--- src/rtl/rtc_bus_pkg.sv ---
// RTC bus reader shared definitions.
// State encoding, default phase timings, RTC register map.
package rtc_bus_pkg;

  localparam int T_ADDR_DEF = 4;
  localparam int T_GAP_DEF  = 3;
  localparam int T_RD_DEF   = 4;

  localparam logic [7:0] RTC_CTRL  = 8'h00;
  localparam logic [7:0] RTC_SEC   = 8'h01;
  localparam logic [7:0] RTC_MIN   = 8'h02;
  localparam logic [7:0] RTC_HOUR  = 8'h03;
  localparam logic [7:0] RTC_DAY   = 8'h04;
  localparam logic [7:0] RTC_DATE  = 8'h05;
  localparam logic [7:0] RTC_MONTH = 8'h06;
  localparam logic [7:0] RTC_YEAR  = 8'h07;

  typedef enum logic [3:0] {
    IDLE, A_AD, A_CS, A_WR,
    A_HOLD, A_WRH, A_CSH, A_ADH,
    A_FLT, GAP, D_CS, D_RD,
    D_END, D_CSH, NEXT, DONE
  } rtc_state_e;

endpackage

--- src/rtl/rtc_bus_reader_if.sv ---
// Multiplexed address/data bus of the RTC chip.
// master = bus reader, slave = chip side.
interface rtc_bus_reader_if;
  logic       ad;
  logic       cs;
  logic       wr;
  logic       rd;
  logic [7:0] ADout;
  logic       ADoe;
  logic [7:0] ADin;

  modport master (
    output ad, cs, wr, rd, ADout, ADoe,
    input  ADin
  );

  modport slave (
    input  ad, cs, wr, rd, ADout, ADoe,
    output ADin
  );
endinterface

--- src/rtl/rtc_phase_timer.sv ---
// Loadable down-counter with zero flag.
// Times the address hold, gap and read phases.
module rtc_phase_timer #(
  parameter int W = 8
) (
  input  logic         clock,
  input  logic         reset,
  input  logic         load,
  input  logic [W-1:0] val,
  output logic         zero
);

  logic [W-1:0] cnt;

  always_ff @(posedge clock) begin
    if (reset)
      cnt <= '0;
    else if (load)
      cnt <= val;
    else if (cnt != '0)
      cnt <= cnt - W'(1);
  end

  assign zero = (cnt == '0);

endmodule

--- src/rtl/rtc_bus_reader.sv ---
// Burst reader for the RTC multiplexed bus.
// RTC_BCD_CHECK_EN adds bcd_err flagging non-BCD bytes.
module rtc_bus_reader
  import rtc_bus_pkg::*;
#(
  parameter int T_ADDR = T_ADDR_DEF,
  parameter int T_GAP  = T_GAP_DEF,
  parameter int T_RD   = T_RD_DEF
) (
  input  logic       clock,
  input  logic       reset,
  input  logic       start,
  input  logic [7:0] base_addr,
  input  logic [3:0] len,
  output logic       busy,
  output logic       rd_valid,
  output logic [3:0] rd_index,
  output logic [7:0] rd_data,
  output logic       done,
`ifdef RTC_BCD_CHECK_EN
  output logic       bcd_err,
`endif
  rtc_bus_reader_if.master bus
);

  localparam logic [7:0] LD_ADDR = 8'(T_ADDR - 1);
  localparam logic [7:0] LD_GAP  = 8'(T_GAP - 1);
  localparam logic [7:0] LD_RD   = 8'(T_RD - 1);

  rtc_state_e state, nxt;

  logic [7:0] addr;
  logic [3:0] len_q;
  logic       last;
  logic       t_load;
  logic [7:0] t_val;
  logic       t_zero;
  logic       ad_n, cs_n, wr_n, rd_n, oe_n;

  rtc_phase_timer #(.W(8)) u_tmr (
    .clock (clock),
    .reset (reset),
    .load  (t_load),
    .val   (t_val),
    .zero  (t_zero)
  );

  assign last = (rd_index == len_q - 4'd1);

  always_comb begin
    nxt    = state;
    t_load = 1'b0;
    t_val  = '0;
    unique case (state)
      IDLE:   if (start) nxt = (len == 4'd0) ? DONE : A_AD;
      A_AD:   nxt = A_CS;
      A_CS:   nxt = A_WR;
      A_WR: begin
        nxt    = A_HOLD;
        t_load = 1'b1;
        t_val  = LD_ADDR;
      end
      A_HOLD: if (t_zero) nxt = A_WRH;
      A_WRH:  nxt = A_CSH;
      A_CSH:  nxt = A_ADH;
      A_ADH:  nxt = A_FLT;
      A_FLT: begin
        if (T_GAP == 0) begin
          nxt = D_CS;
        end else begin
          nxt    = GAP;
          t_load = 1'b1;
          t_val  = LD_GAP;
        end
      end
      GAP:    if (t_zero) nxt = D_CS;
      D_CS: begin
        nxt    = D_RD;
        t_load = 1'b1;
        t_val  = LD_RD;
      end
      D_RD:   if (t_zero) nxt = D_END;
      D_END:  nxt = D_CSH;
      D_CSH:  nxt = NEXT;
      // NEXT doubles as the address-strobe cycle of the following byte
      NEXT:   nxt = last ? DONE : A_CS;
      DONE:   nxt = IDLE;
      default: nxt = IDLE;
    endcase
  end

  assign ad_n = !((nxt inside {A_AD, A_CS, A_WR, A_HOLD, A_WRH, A_CSH})
                  || (nxt == NEXT && !last));
  assign cs_n = !(nxt inside {A_CS, A_WR, A_HOLD, A_WRH,
                              D_CS, D_RD, D_END});
  assign wr_n = !(nxt inside {A_WR, A_HOLD});
  assign rd_n = (nxt != D_RD);
  assign oe_n = (nxt inside {A_WR, A_HOLD, A_WRH});

  always_ff @(posedge clock) begin
    if (reset) begin
      state     <= IDLE;
      addr      <= '0;
      len_q     <= '0;
      rd_index  <= '0;
      rd_data   <= '0;
      rd_valid  <= 1'b0;
      done      <= 1'b0;
      busy      <= 1'b0;
      bus.ad    <= 1'b1;
      bus.cs    <= 1'b1;
      bus.wr    <= 1'b1;
      bus.rd    <= 1'b1;
      bus.ADoe  <= 1'b0;
      bus.ADout <= '0;
    end else begin
      state    <= nxt;
      rd_valid <= (nxt == D_CSH);
      done     <= (nxt == DONE);
      busy     <= (nxt != IDLE) && (nxt != DONE);
      bus.ad   <= ad_n;
      bus.cs   <= cs_n;
      bus.wr   <= wr_n;
      bus.rd   <= rd_n;
      bus.ADoe <= oe_n;
      if (nxt == A_WR)
        bus.ADout <= addr;
      if (state == IDLE && start) begin
        addr     <= base_addr;
        len_q    <= len;
        rd_index <= '0;
      end
      if (state == NEXT && !last) begin
        addr     <= addr + 8'd1;
        rd_index <= rd_index + 4'd1;
      end
      if (state == D_RD && t_zero)
        rd_data <= bus.ADin;
    end
  end

`ifdef RTC_BCD_CHECK_EN
  always_ff @(posedge clock) begin
    if (reset)
      bcd_err <= 1'b0;
    else
      bcd_err <= (nxt == D_CSH) &&
                 ((rd_data[7:4] > 4'd9) || (rd_data[3:0] > 4'd9));
  end
`endif

endmodule

--- src/flat_wrapper.sv ---
// flat-port wrapper written by rule: the top's interface ports become plain ports
module rtc_bus_reader_flat import rtc_bus_pkg::*;
#(
  parameter int T_ADDR = T_ADDR_DEF,
  parameter int T_GAP  = T_GAP_DEF,
  parameter int T_RD   = T_RD_DEF
)
  (clock, reset, start, base_addr, len, busy, rd_valid, rd_index, rd_data, done, bus_ad, bus_cs, bus_wr, bus_rd, bus_ADout, bus_ADoe, bus_ADin);
  rtc_bus_reader_if bus_i ();
  input  logic clock;
  input  logic reset;
  input  logic start;
  input  logic [7:0] base_addr;
  input  logic [3:0] len;
  output logic busy;
  output logic rd_valid;
  output logic [3:0] rd_index;
  output logic [7:0] rd_data;
  output logic done;
  output wire logic [$bits(bus_i.ad)-1:0] bus_ad;
  output wire logic [$bits(bus_i.cs)-1:0] bus_cs;
  output wire logic [$bits(bus_i.wr)-1:0] bus_wr;
  output wire logic [$bits(bus_i.rd)-1:0] bus_rd;
  output wire logic [$bits(bus_i.ADout)-1:0] bus_ADout;
  output wire logic [$bits(bus_i.ADoe)-1:0] bus_ADoe;
  input wire logic [$bits(bus_i.ADin)-1:0] bus_ADin;
  assign bus_ad = bus_i.ad;
  assign bus_cs = bus_i.cs;
  assign bus_wr = bus_i.wr;
  assign bus_rd = bus_i.rd;
  assign bus_ADout = bus_i.ADout;
  assign bus_ADoe = bus_i.ADoe;
  assign bus_i.ADin = bus_ADin;
  rtc_bus_reader #(.T_ADDR(T_ADDR), .T_GAP(T_GAP), .T_RD(T_RD)) u_core (.clock(clock), .reset(reset), .start(start), .base_addr(base_addr), .len(len), .busy(busy), .rd_valid(rd_valid), .rd_index(rd_index), .rd_data(rd_data), .done(done), .bus(bus_i));
endmodule
--- config.mk ---
export PLATFORM = sky130hd
export DESIGN_NAME = rtc_bus_reader_flat
export DESIGN_NICKNAME = d
export VERILOG_FILES = /design/src/rtl/rtc_bus_pkg.sv /design/src/rtl/rtc_bus_reader_if.sv /design/src/rtl/rtc_phase_timer.sv /design/src/rtl/rtc_bus_reader.sv /design/src/flat_wrapper.sv
export SDC_FILE = /design/constraint.sdc
export NUM_CORES = 1
export LEC_CHECK = 0
export ABC_CLOCK_PERIOD_IN_PS = 6800
export CORE_MARGIN = 2
export CORE_UTILIZATION = 55
export DETAILED_ROUTE_END_ITERATION = 16
export GPL_TIMING_DRIVEN = 0
export PLACE_DENSITY_LB_ADDON = 0.15
export SLEW_MARGIN = 20
export SYNTH_ARGS = -nofsm -noshare
export SYNTH_HDL_FRONTEND = slang
export SYNTH_HIERARCHICAL = 1
export SYNTH_SLANG_ARGS = --single-unit
--- constraint.sdc ---
create_clock -name clock -period 6.8 [get_ports clock]
set_input_delay 0.68 -clock clock [delete_from_list [all_inputs] [get_ports clock]]
set_output_delay 0.68 -clock clock [all_outputs]
set_load 0.05 [all_outputs]
==> results of run 1 <==
per-layer routing:
layer / vias to the layer above / track usage, % / wire length, µm / part of all wire (%)
li1: 1194 / - / - / -
met1: 1099 / 30.2 / 2610 / 44
met2: 79 / 40.5 / 2890 / 49
met3: 7 / 3.43 / 320 / 5.4
met4: 0 / 7.88 / 80 / 1.4
met5: - / 0 / 0 / 0
kinds of logic (layout without fill, tap and decap cells):
kind of cell             Yosys count  in the layout  synth area share (%)
AO/OA/AOI/OAI                     63             63                  16.3
flip-flops                        52             52                  39.0
XOR/XNOR                          11             11                  4.41
adder cells (fa/ha/maj)            4              4                  1.88
other                              1              6                 0.141
buffers and inverters             27             85                  5.91
AND/OR/NAND/NOR                  130            130                  26.8
multiplexers                      15             15                  5.63
area by class of cell:
class / count / share of cell area, %
Buffer: 18 / 3.67
Clock buffer: 5 / 2.04
Clock inverter: 3 / 1.37
Inverter: 9 / 1.00
Multi-Input combinational cell: 229 / 44.2
Sequential cell: 52 / 30.9
Tap cell: 54 / 2.00
Timing Repair Buffer: 50 / 14.8
layout by cell type (no fill, tap or decap), types with 2 or more instances in the layout:
| cell type | instances |
|---|---|
| sky130_fd_sc_hd__nor4_4 | 3 |
| sky130_fd_sc_hd__a32oi_1 | 4 |
| sky130_fd_sc_hd__o32ai_1 | 4 |
| sky130_fd_sc_hd__buf_6 | 3 |
| sky130_fd_sc_hd__clkdlybuf4s50_1 | 50 |
| sky130_fd_sc_hd__buf_2 | 5 |
| sky130_fd_sc_hd__or2_1 | 2 |
| sky130_fd_sc_hd__a21oi_2 | 2 |
| sky130_fd_sc_hd__xor2_1 | 5 |
| sky130_fd_sc_hd__or4_4 | 2 |
| sky130_fd_sc_hd__nor2_2 | 2 |
| sky130_fd_sc_hd__a22oi_1 | 4 |
| sky130_fd_sc_hd__and3_1 | 3 |
| sky130_fd_sc_hd__or2_2 | 2 |
| sky130_fd_sc_hd__dfxtp_1 | 52 |
| sky130_fd_sc_hd__nand2_1 | 34 |
| sky130_fd_sc_hd__mux2i_1 | 15 |
| sky130_fd_sc_hd__clkbuf_1 | 6 |
| sky130_fd_sc_hd__xnor2_1 | 4 |
| sky130_fd_sc_hd__nand3_1 | 7 |
| sky130_fd_sc_hd__nor3b_1 | 2 |
| sky130_fd_sc_hd__nor2_1 | 30 |
| sky130_fd_sc_hd__o21bai_1 | 2 |
| sky130_fd_sc_hd__inv_1 | 9 |
| sky130_fd_sc_hd__nor3_2 | 2 |
| sky130_fd_sc_hd__or2b_2 | 2 |
| sky130_fd_sc_hd__nor3_1 | 19 |
| sky130_fd_sc_hd__nor2b_1 | 4 |
| sky130_fd_sc_hd__or3_1 | 2 |
| sky130_fd_sc_hd__and2_1 | 2 |
| sky130_fd_sc_hd__conb_1 | 6 |
| sky130_fd_sc_hd__o21ai_1 | 7 |
| sky130_fd_sc_hd__o22ai_1 | 2 |
| sky130_fd_sc_hd__a21oi_1 | 23 |
| sky130_fd_sc_hd__nand2b_1 | 3 |
| sky130_fd_sc_hd__ha_1 | 4 |
| sky130_fd_sc_hd__clkbuf_8 | 7 |
tightest hold or removal path, cell delays in order, from the launching register on:
cell and delay, ns:
sky130_fd_sc_hd__dfxtp_1 0.32, sky130_fd_sc_hd__nand2_1 0.05, sky130_fd_sc_hd__a21oi_1 0.05
sequential cells by signal, indices dropped and copies added (netlist names), 4 cells and up:
| signal | cells |
|---|---|
| u_core/addr | 8 |
| u_core/bus.ADout | 8 |
| u_core/len_q | 4 |
| u_core/rd_data | 8 |
| u_core/rd_index | 4 |
| u_core/state | 4 |
| u_core/u_tmr/cnt | 8 |
power by group through the flow:
stage                     Clock [mW]  Combinational (mW)  Sequential [mW]
after floorplan                    0               0.396            0.470
after global placement             0               0.558            0.425
after detailed placement           0               0.570            0.429
after CTS                      0.224               0.573            0.422
after global routing           0.234               0.630            0.431
final                          0.219               0.575            0.423
worst max-delay path by stage:
stage,end,slack (ns),cells after the start
2_1_floorplan,u_core/bus.cs,4.42,9
3_3_place_gp,u_core/bus.cs,4.04,6
3_5_place_dp,u_core/bus.cs,4.02,6
4_1_cts,u_core/bus.wr,4.11,9
5_1_grt,u_core/bus.wr,3.87,9
6_report,u_core/bus.wr,4.10,9
metrics by stage:
step	instance area (µm²)	instances	utilization [%]	setup WS (ns)
after CTS	3370	420	71.8	4.11
after global routing	3370	420	71.8	3.87
after detailed placement	3260	412	69.4	4.02
after floorplan	2690	308	-	4.42
after global placement	3260	412	69.4	4.04
final	3370	420	71.8	4.10
cells in the mapped netlist, drive strengths merged, types with 2 or more instances:
cell | count | area, µm²
ha | 4 | 50.1
and2 | 3 | 20.0
xor2 | 5 | 43.8
o21bai | 2 | 15.0
and3 | 3 | 18.8
nand2b | 3 | 18.8
inv | 9 | 33.8
a22oi | 4 | 30.0
dfxtp | 52 | 1040
or2 | 4 | 25.0
a32oi | 4 | 35.0
xnor2 | 5 | 51.3
o21ai | 7 | 35.0
or3 | 2 | 12.5
a21oi | 25 | 133
nor3 | 21 | 115
nor4 | 3 | 63.8
nand2 | 34 | 128
o22ai | 2 | 12.5
clkbuf | 9 | 57.6
buf | 9 | 66.3
nor2 | 32 | 125
nor3b | 2 | 15.0
or4 | 2 | 22.5
or2b | 3 | 25.0
mux2i | 15 | 150
o32ai | 4 | 35.0
nand3 | 8 | 45.0
nor2b | 4 | 25.0
==> impl_metrics.json, run 1 <==
{
  "async_flop_share_pct": 0,
  "finalCritPeriodShare_pct": 39.6,
  "max_freq_ghz": 0.371,
  "worst_skew_pair.late_latency_ns": 0.32,
  "flow.area_growth_from_synthesis_pct": 26.3,
  "cts-root-to-sink-buffers": 2,
  "timing.final.hold_violations": 0,
  "timing.critical_path.from": "u_core/u_tmr/cnt[0]",
  "portBuffers": 50,
  "cts_repair_resize_count": 0,
  "power_frac_seq_pct": 34.7,
  "dieHeight_um": 73.7,
  "ant_nets": 0,
  "max_stage_delay_ns": 0.62,
  "cp_data_arrival_time_ns": 2.90,
  "finalHoldWorstSlack_ns": 0.457,
  "fp.dieW_um": 73.7,
  "power.net_switching_uw": 498,
  "path_class": "flip-flop to flip-flop",
  "min_delay_worst_endpoint": "u_core/bus.ADout[5]",
  "hold-path-cell-count": 2,
  "fin_setup_tns_ns": 0,
  "groute.usage.overall_pct": 23.6,
  "global_route.overflow_total": 0,
  "design.die.area_um2": 5430,
  "max_slew_margin_pct": 59.3,
  "worst-path-max-fanout": 12,
  "worst_hold_path_type": "flip-flop to flip-flop",
  "routedWlPerCell_um": 14.0,
  "reg2reg_from": "u_core/u_tmr/cnt[0]",
  "drv_slew": 0,
  "final_layout_size_suffix_gt1_share_pct": 11.5,
  "min_from": "u_core/bus.ADout[5]",
  "total_power_mw": 1.22,
  "diodes": 0,
  "clock_power_share_pct": 18.0,
  "hold_buffers": 0,
  "crit_chain": "inv_1 -> ha_1 -> and4bb_1 -> buf_6 -> a2111oi_1 -> nor3_1 -> nor2_2 -> a31oi_1 -> or2_1",
  "grt_start_max_net_pins": 18,
  "ctsHtreeMaxLevel": 2,
  "cts-root-buf": "sky130_fd_sc_hd__clkbuf_8",
  "cts_tree": "done",
  "worst-endpoint-required_ns": 7.00,
  "antenna_found_initial": 0,
  "period_needed_ns": 2.70,
  "coreArea_um2": 4690,
  "postSynthAreaPerCell_um2": 8.81,
  "drtIter0Drc": 217,
  "rr_worst_depth": 9,
  "cp-end-kind": "flip-flop",
  "timing.critical_path.from_type": "flip-flop",
  "leakagePower_nw": 1.24,
  "synthesis.yosys.warnings": 6,
  "post_cts_buffers": 0,
  "synth.ff_latch_count": 52,
  "number_of_enable_flip_flop_cells_after_synthesis": 0,
  "placement_rows": 25,
  "r2r_end": "u_core/bus.wr",
  "skew_ns": 0.0112,
  "area.sequential_um2": 1040,
  "postSynthCellCount": 303,
  "ys_seq_area_share_pct": 39.0,
  "cts.clk_slew.worst_paths_ns": 0.10,
  "globalplace.congestion": 0.956,
  "yosysUniqueCellTypes": 64,
  "grt_pass1_wl_um": 10100,
  "cp_num_buf_inv": 2,
  "run_status": "finished clean",
  "final-setup-viol-count": 0,
  "crit_path_top_delay_cell": "sky130_fd_sc_hd__a2111oi_1",
  "p_per_area_nw_per_um2": 361,
  "comb_power_share_pct": 47.3,
  "rrSetupSlack_ns": 4.10,
  "synth_flop_cell": "sky130_fd_sc_hd__dfxtp_1",
  "first_pass_iters": 5,
  "final_nets": 392,
  "cts_inserted_buffers": 5,
  "nFillCells": 399,
  "grt_setup_unrepaired": "false",
  "totalWireLength_um": 5900,
  "routed-via-count": 2379,
  "power.internal_uw": 719,
  "max_slew.worst_pin.slew_ns": 0.610,
  "multi_input_area_um2": 1490,
  "detailed_place_hpwl_um": 4320,
  "grt_pass1_vias": 2233,
  "post-route-drc-count": 0,
  "synth.cell_area_um2": 2670,
  "switching_share_pct": 40.9,
  "initial_core_util_pct": 56.9,
  "num_io_pins": 51,
  "critical-path-top-delay-family": "simple AND/OR/NAND/NOR gates",
  "cts_sinks": 52,
  "max-cap-violations": 0,
  "detail_route.vias_per_cell": 5.66,
  "peak_supply_drop_mv": 0.193
}
(Power assumes the default switching activity.)
==> inputs of run 2 (changes only) <==
ABC_CLOCK_PERIOD_IN_PS = 2300   (was 6800)
CORE_UTILIZATION = 47   (was 55)
clock period = 2.3 ns   (was 6.8 ns; I/O delays follow)
==> impl_metrics.json, run 2 (synthesis gave the netlist of run 1 again) <==
{
  "run_status": "finished clean",
  "worst_hold_path_type": "flip-flop to flip-flop",
  "worst-path-max-fanout": 8,
  "cts_sinks": 52,
  "totalWireLength_um": 6490,
  "nFillCells": 488,
  "grt_pass1_wl_um": 10600,
  "leakagePower_nw": 1.30,
  "final-setup-viol-count": 0,
  "initial_core_util_pct": 48.5,
  "cts-root-to-sink-buffers": 2,
  "cts_tree": "done",
  "ctsHtreeMaxLevel": 2,
  "flow.area_growth_from_synthesis_pct": 32.3,
  "design_area_um2": 3530,
  "multi_input_area_um2": 1550,
  "final_nets": 405,
  "rr_worst_depth": 10,
  "coreArea_um2": 5510,
  "drtIter0Drc": 198,
  "peak_supply_drop_mv": 0.648,
  "min_from": "u_core/bus.ADout[3]",
  "worst_skew_pair.late_latency_ns": 0.30,
  "post-route-drc-count": 0,
  "min_delay_worst_endpoint": "u_core/bus.ADout[3]",
  "post_layout_nonfiller_instances": 450,
  "cts-root-buf": "sky130_fd_sc_hd__clkbuf_8",
  "max_slew_margin_pct": 63.0,
  "period_needed_ns": 2.30,
  "grt_pass1_vias": 2282,
  "final_layout_size_suffix_gt1_share_pct": 17.5,
  "rrSetupSlack_ns": 0.002,
  "cp-end-kind": "flip-flop",
  "detailed_place_hpwl_um": 4510,
  "detail_route.vias_per_cell": 5.40,
  "total_power_mw": 3.84,
  "globalplace.congestion": 0.884,
  "layout.cells.most_common": "sky130_fd_sc_hd__clkdlybuf4s50_1",
  "fp.dieW_um": 79.4,
  "path_class": "flip-flop to flip-flop",
  "first_pass_iters": 4,
  "max_freq_ghz": 0.435,
  "timing.critical_path.from_type": "flip-flop",
  "drv_slew": 0,
  "finalCritPeriodShare_pct": 99.9,
  "reg2reg_from": "u_core/u_tmr/cnt[0]",
  "antenna_found_initial": 0,
  "grt_setup_unrepaired": "true",
  "hold-path-cell-count": 2,
  "routed-via-count": 2429,
  "max_slew.worst_pin.slew_ns": 0.550,
  "num_io_pins": 51,
  "r2r_end": "u_core/bus.wr",
  "area.sequential_um2": 1040,
  "finalHoldWorstSlack_ns": 0.467,
  "place.detailed.instances": 430,
  "cts_inserted_buffers": 5,
  "timing.final.hold_violations": 0,
  "portBuffers": 50,
  "ant_nets": 0,
  "p_per_area_nw_per_um2": 1090,
  "cts.clk_slew.worst_paths_ns": 0.09,
  "groute.usage.overall_pct": 21.2,
  "dieHeight_um": 79.4,
  "grt_start_max_net_pins": 16,
  "place_area_um2": 3290,
  "worst-endpoint-required_ns": 2.49,
  "placement_rows": 27,
  "commonest_cells_after_routing_fill_and_taps_aside": "50 x sky130_fd_sc_hd__clkdlybuf4s50_1, 49 x sky130_fd_sc_hd__dfxtp_1, 34 x sky130_fd_sc_hd__nand2_1",
  "design.die.area_um2": 6300,
  "diodes": 0,
  "max-cap-violations": 0,
  "global_route.overflow_total": 0,
  "routedWlPerCell_um": 14.4,
  "skew_ns": 0.00308,
  "cp_data_arrival_time_ns": 2.49,
  "hold_buffers": 0
}
==> run 2: cell count changes in the layout (fill, tap and decap cells not counted), sizes merged <==
cell,before,now
buf,9,22
bufinv,1,0
clkinv,0,1
inv,10,9
==> run 2: worst max path at each step <==
stage | from | endpoint | slack (ns) | cells after the start
2_1_floorplan | u_core/u_tmr/cnt[0] | u_core/bus.cs | 0.002 | 9
3_3_place_gp | u_core/u_tmr/cnt[0] | u_core/bus.wr | -0.28 | 9
3_5_place_dp | u_core/u_tmr/cnt[0] | u_core/bus.wr | -0.31 | 9
4_1_cts | u_core/u_tmr/cnt[1] | u_core/bus.ad | 0.003 | 11
5_1_grt | u_core/u_tmr/cnt[0] | u_core/bus.ad | -0.13 | 11
6_report | u_core/u_tmr/cnt[0] | u_core/bus.wr | 0.002 | 10
==> run 2: through the flow <==
step	utilization, %	setup WS [ns]	setup TNS (ns)
after detailed placement	59.7	-0.313	-1.20
after floorplan	-	0.00154	0
final	64.1	0.00179	0
after global routing	64.1	-0.129	-0.366
after global placement	59.7	-0.278	-0.940
after CTS	62.7	0.00328	0
==> run 2: power by group <==
group          internal (mW)  switching (mW)
sequential              1.09           0.177
clock                  0.207           0.293
combinational          0.951            1.12
==> run 2: final cells by class <==
| cell class | instances | share of cell area [%] |
|---|---|---|
| plain buffers | 18 | 3.54 |
| clock buffers | 5 | 1.95 |
| multi-input cells | 229 | 44.0 |
| well taps | 72 | 2.55 |
| clock inverters | 2 | 0.354 |
| repair buffers | 63 | 17.1 |
| flip-flops and latches | 52 | 29.6 |
| inverters | 9 | 0.957 |
==> run 2: critical path, stage by stage (launching register included) <==
cell and delay (ns):
sky130_fd_sc_hd__dfxtp_2 0.35, sky130_fd_sc_hd__inv_2 0.05, sky130_fd_sc_hd__ha_4 0.17, sky130_fd_sc_hd__and4bb_1 0.19
sky130_fd_sc_hd__buf_6 0.14, sky130_fd_sc_hd__or3b_4 0.39, sky130_fd_sc_hd__a21o_1 0.21, sky130_fd_sc_hd__a21oi_4 0.20
sky130_fd_sc_hd__buf_4 0.14, sky130_fd_sc_hd__a31oi_1 0.10, sky130_fd_sc_hd__or2_1 0.24
==> run 2: layer usage <==
metal | up-vias | track usage, % | wire, µm
li1 | 1216 | - | -
met5 | - | 0 | 0
met4 | 0 | 5.00 | 46
met2 | 44 | 35.8 | 3300
met1 | 1163 | 28.3 | 2920
met3 | 6 | 3.64 | 231
==> run 2: repair_timing <==
action,in CTS,in global routing
pin swaps,3,5
gates resized for setup,7,9
setup buffers,7,6
endpoints found under the setup margin,9,10
==> inputs of run 3 (changes only) <==
CORE_UTILIZATION = 55   (was 47)
DONT_BUFFER_PORTS = 1   (was default)
==> impl_metrics.json, run 3 (synthesis gave the netlist of run 1 again) <==
{
  "first_pass_iters": 4,
  "hold-path-cell-count": 2,
  "portBuffers": 0,
  "path_class": "flip-flop to flip-flop",
  "design_area_um2": 3050,
  "max_stage_delay_ns": 0.38,
  "period_needed_ns": 2.29,
  "groute.usage.overall_pct": 22.9,
  "skew_ns": 0.00680,
  "coreArea_um2": 4690,
  "ctsHtreeMaxLevel": 2,
  "power_frac_seq_pct": 37.7,
  "cp_num_buf_inv": 3,
  "cts-root-buf": "sky130_fd_sc_hd__clkbuf_8",
  "final_nets": 357,
  "routedWlPerCell_um": 16.0,
  "switching_share_pct": 42.5,
  "place_area_um2": 2770,
  "max_freq_ghz": 0.437,
  "worst_skew_pair.late_latency_ns": 0.32,
  "diodes": 0,
  "drv_slew": 0,
  "crit_path_top_delay_cell": "sky130_fd_sc_hd__or3b_4",
  "reg2reg_from": "u_core/u_tmr/cnt[0]",
  "final-setup-viol-count": 0,
  "comb_power_share_pct": 47.8,
  "worst_hold_path_type": "input port to flip-flop",
  "cp-end-kind": "flip-flop",
  "max_slew.worst_pin.slew_ns": 0.615,
  "max_slew_margin_pct": 58.9,
  "cts-root-to-sink-buffers": 2,
  "worst-path-max-fanout": 6,
  "crit_chain": "inv_1 -> ha_4 -> and4bb_1 -> buf_6 -> or3b_4 -> a21o_1 -> a21oi_4 -> buf_4 -> a31oi_1 -> or2_1",
  "cts_tree": "done",
  "timing.final.hold_violations": 0,
  "post-route-drc-count": 0,
  "min_from": "base_addr[0]",
  "flow.area_growth_from_synthesis_pct": 14.2,
  "globalplace.congestion": 0.907,
  "fp.dieW_um": 73.7,
  "grt_setup_unrepaired": "true",
  "clock_power_share_pct": 14.5,
  "total_power_mw": 3.79,
  "routed-via-count": 2251,
  "cts_inserted_buffers": 5,
  "min_delay_worst_endpoint": "u_core/addr[0]",
  "antenna_found_initial": 0,
  "dieHeight_um": 73.7,
  "grt_pass1_wl_um": 9670,
  "commonest_cells_after_routing_fill_and_taps_aside": "46 x sky130_fd_sc_hd__dfxtp_1, 34 x sky130_fd_sc_hd__nand2_1, 30 x sky130_fd_sc_hd__nor2_1",
  "power.net_switching_mw": 1.61,
  "r2r_end": "u_core/bus.wr",
  "layout.cells.most_common": "sky130_fd_sc_hd__dfxtp_1",
  "design.die.area_um2": 5430,
  "critical-path-top-delay-family": "simple AND/OR/NAND/NOR gates",
  "peak_supply_drop_mv": 0.518,
  "detail_route.vias_per_cell": 5.85,
  "totalWireLength_um": 6140,
  "hold_buffers": 0,
  "utilization_pct": 64.9,
  "worst-endpoint-required_ns": 2.52,
  "cp_data_arrival_time_ns": 2.50,
  "initial_core_util_pct": 56.9,
  "detailed_place_hpwl_um": 4160,
  "nFillCells": 391,
  "final_layout_size_suffix_gt1_share_pct": 21.8,
  "global_route.overflow_total": 0,
  "rrSetupSlack_ns": 0.01,
  "ant_nets": 0,
  "fin_setup_tns_ns": 0,
  "timing.critical_path.from_type": "flip-flop",
  "run_status": "finished clean",
  "leakagePower_nw": 1.14,
  "power.internal_mw": 2.18,
  "grt_pass1_vias": 2034,
  "finalCritPeriodShare_pct": 99.5,
  "max-cap-violations": 0,
  "num_io_pins": 51,
  "p_per_area_nw_per_um2": 1250,
  "drtIter0Drc": 200,
  "cts_sinks": 52,
  "placement_rows": 25,
  "cts.clk_slew.worst_paths_ns": 0.10,
  "timing.critical_path.from": "u_core/u_tmr/cnt[0]",
  "rr_worst_depth": 10,
  "grt_start_max_net_pins": 19
}
[run 3: power groups by stage]
| stage | Combinational (mW) | Sequential (mW) | Clock [mW] |
|---|---|---|---|
| after global routing | 1.97 | 1.46 | 0.601 |
| final | 1.81 | 1.43 | 0.552 |
| after CTS | 1.60 | 1.42 | 0.566 |
| after detailed placement | 1.43 | 1.44 | 0 |
| after floorplan | 1.19 | 1.39 | 0 |
| after global placement | 1.41 | 1.43 | 0 |
[run 3: layout make-up]
cell class | count | area, µm² | area share (%)
Multi-Input combinational cell | 229 | 1560 | 51.0
Tap cell | 54 | 67.6 | 2.22
Buffer | 18 | 128 | 4.19
Clock buffer | 5 | 68.8 | 2.26
Timing Repair Buffer | 15 | 118 | 3.86
Inverter | 9 | 33.8 | 1.11
Sequential cell | 52 | 1050 | 34.4
Clock inverter | 3 | 27.5 | 0.903
[run 3: what timing repair did]
item                                    in CTS  in global routing
gates resized for setup                      8                 13
endpoints found under the setup margin      13                 23
pin swaps                                    4                  7
gates cloned                                 0                  1
buffers inserted                             8                  6
[run 3: per-layer routing]
metal	track usage [%]	vias up	routed length, µm
li1	-	1115	-
met1	30.4	1065	2690
met2	36.0	61	2960
met3	5.62	10	384
met4	8.69	0	105
met5	0	-	0
[run 3: how the worst max path moves through the flow]
stage	endpoint	slack, ns	depth (start not counted)
3_5_place_dp	u_core/bus.wr	-0.28	9
3_3_place_gp	u_core/bus.wr	-0.27	9
2_1_floorplan	u_core/bus.cs	0.002	9
4_1_cts	u_core/bus.ad	0.005	11
5_1_grt	u_core/bus.wr	-0.09	10
6_report	u_core/bus.wr	0.01	10
[run 3: per-stage QoR]
stage	std cells	worst slack [ns]	hold slack (ns)
after floorplan	308	0.00154	0.366
after CTS	378	0.00507	0.0420
after detailed placement	362	-0.280	0.376
after global placement	362	-0.266	0.369
after global routing	385	-0.0896	0.0395
final	385	0.0107	0.0426
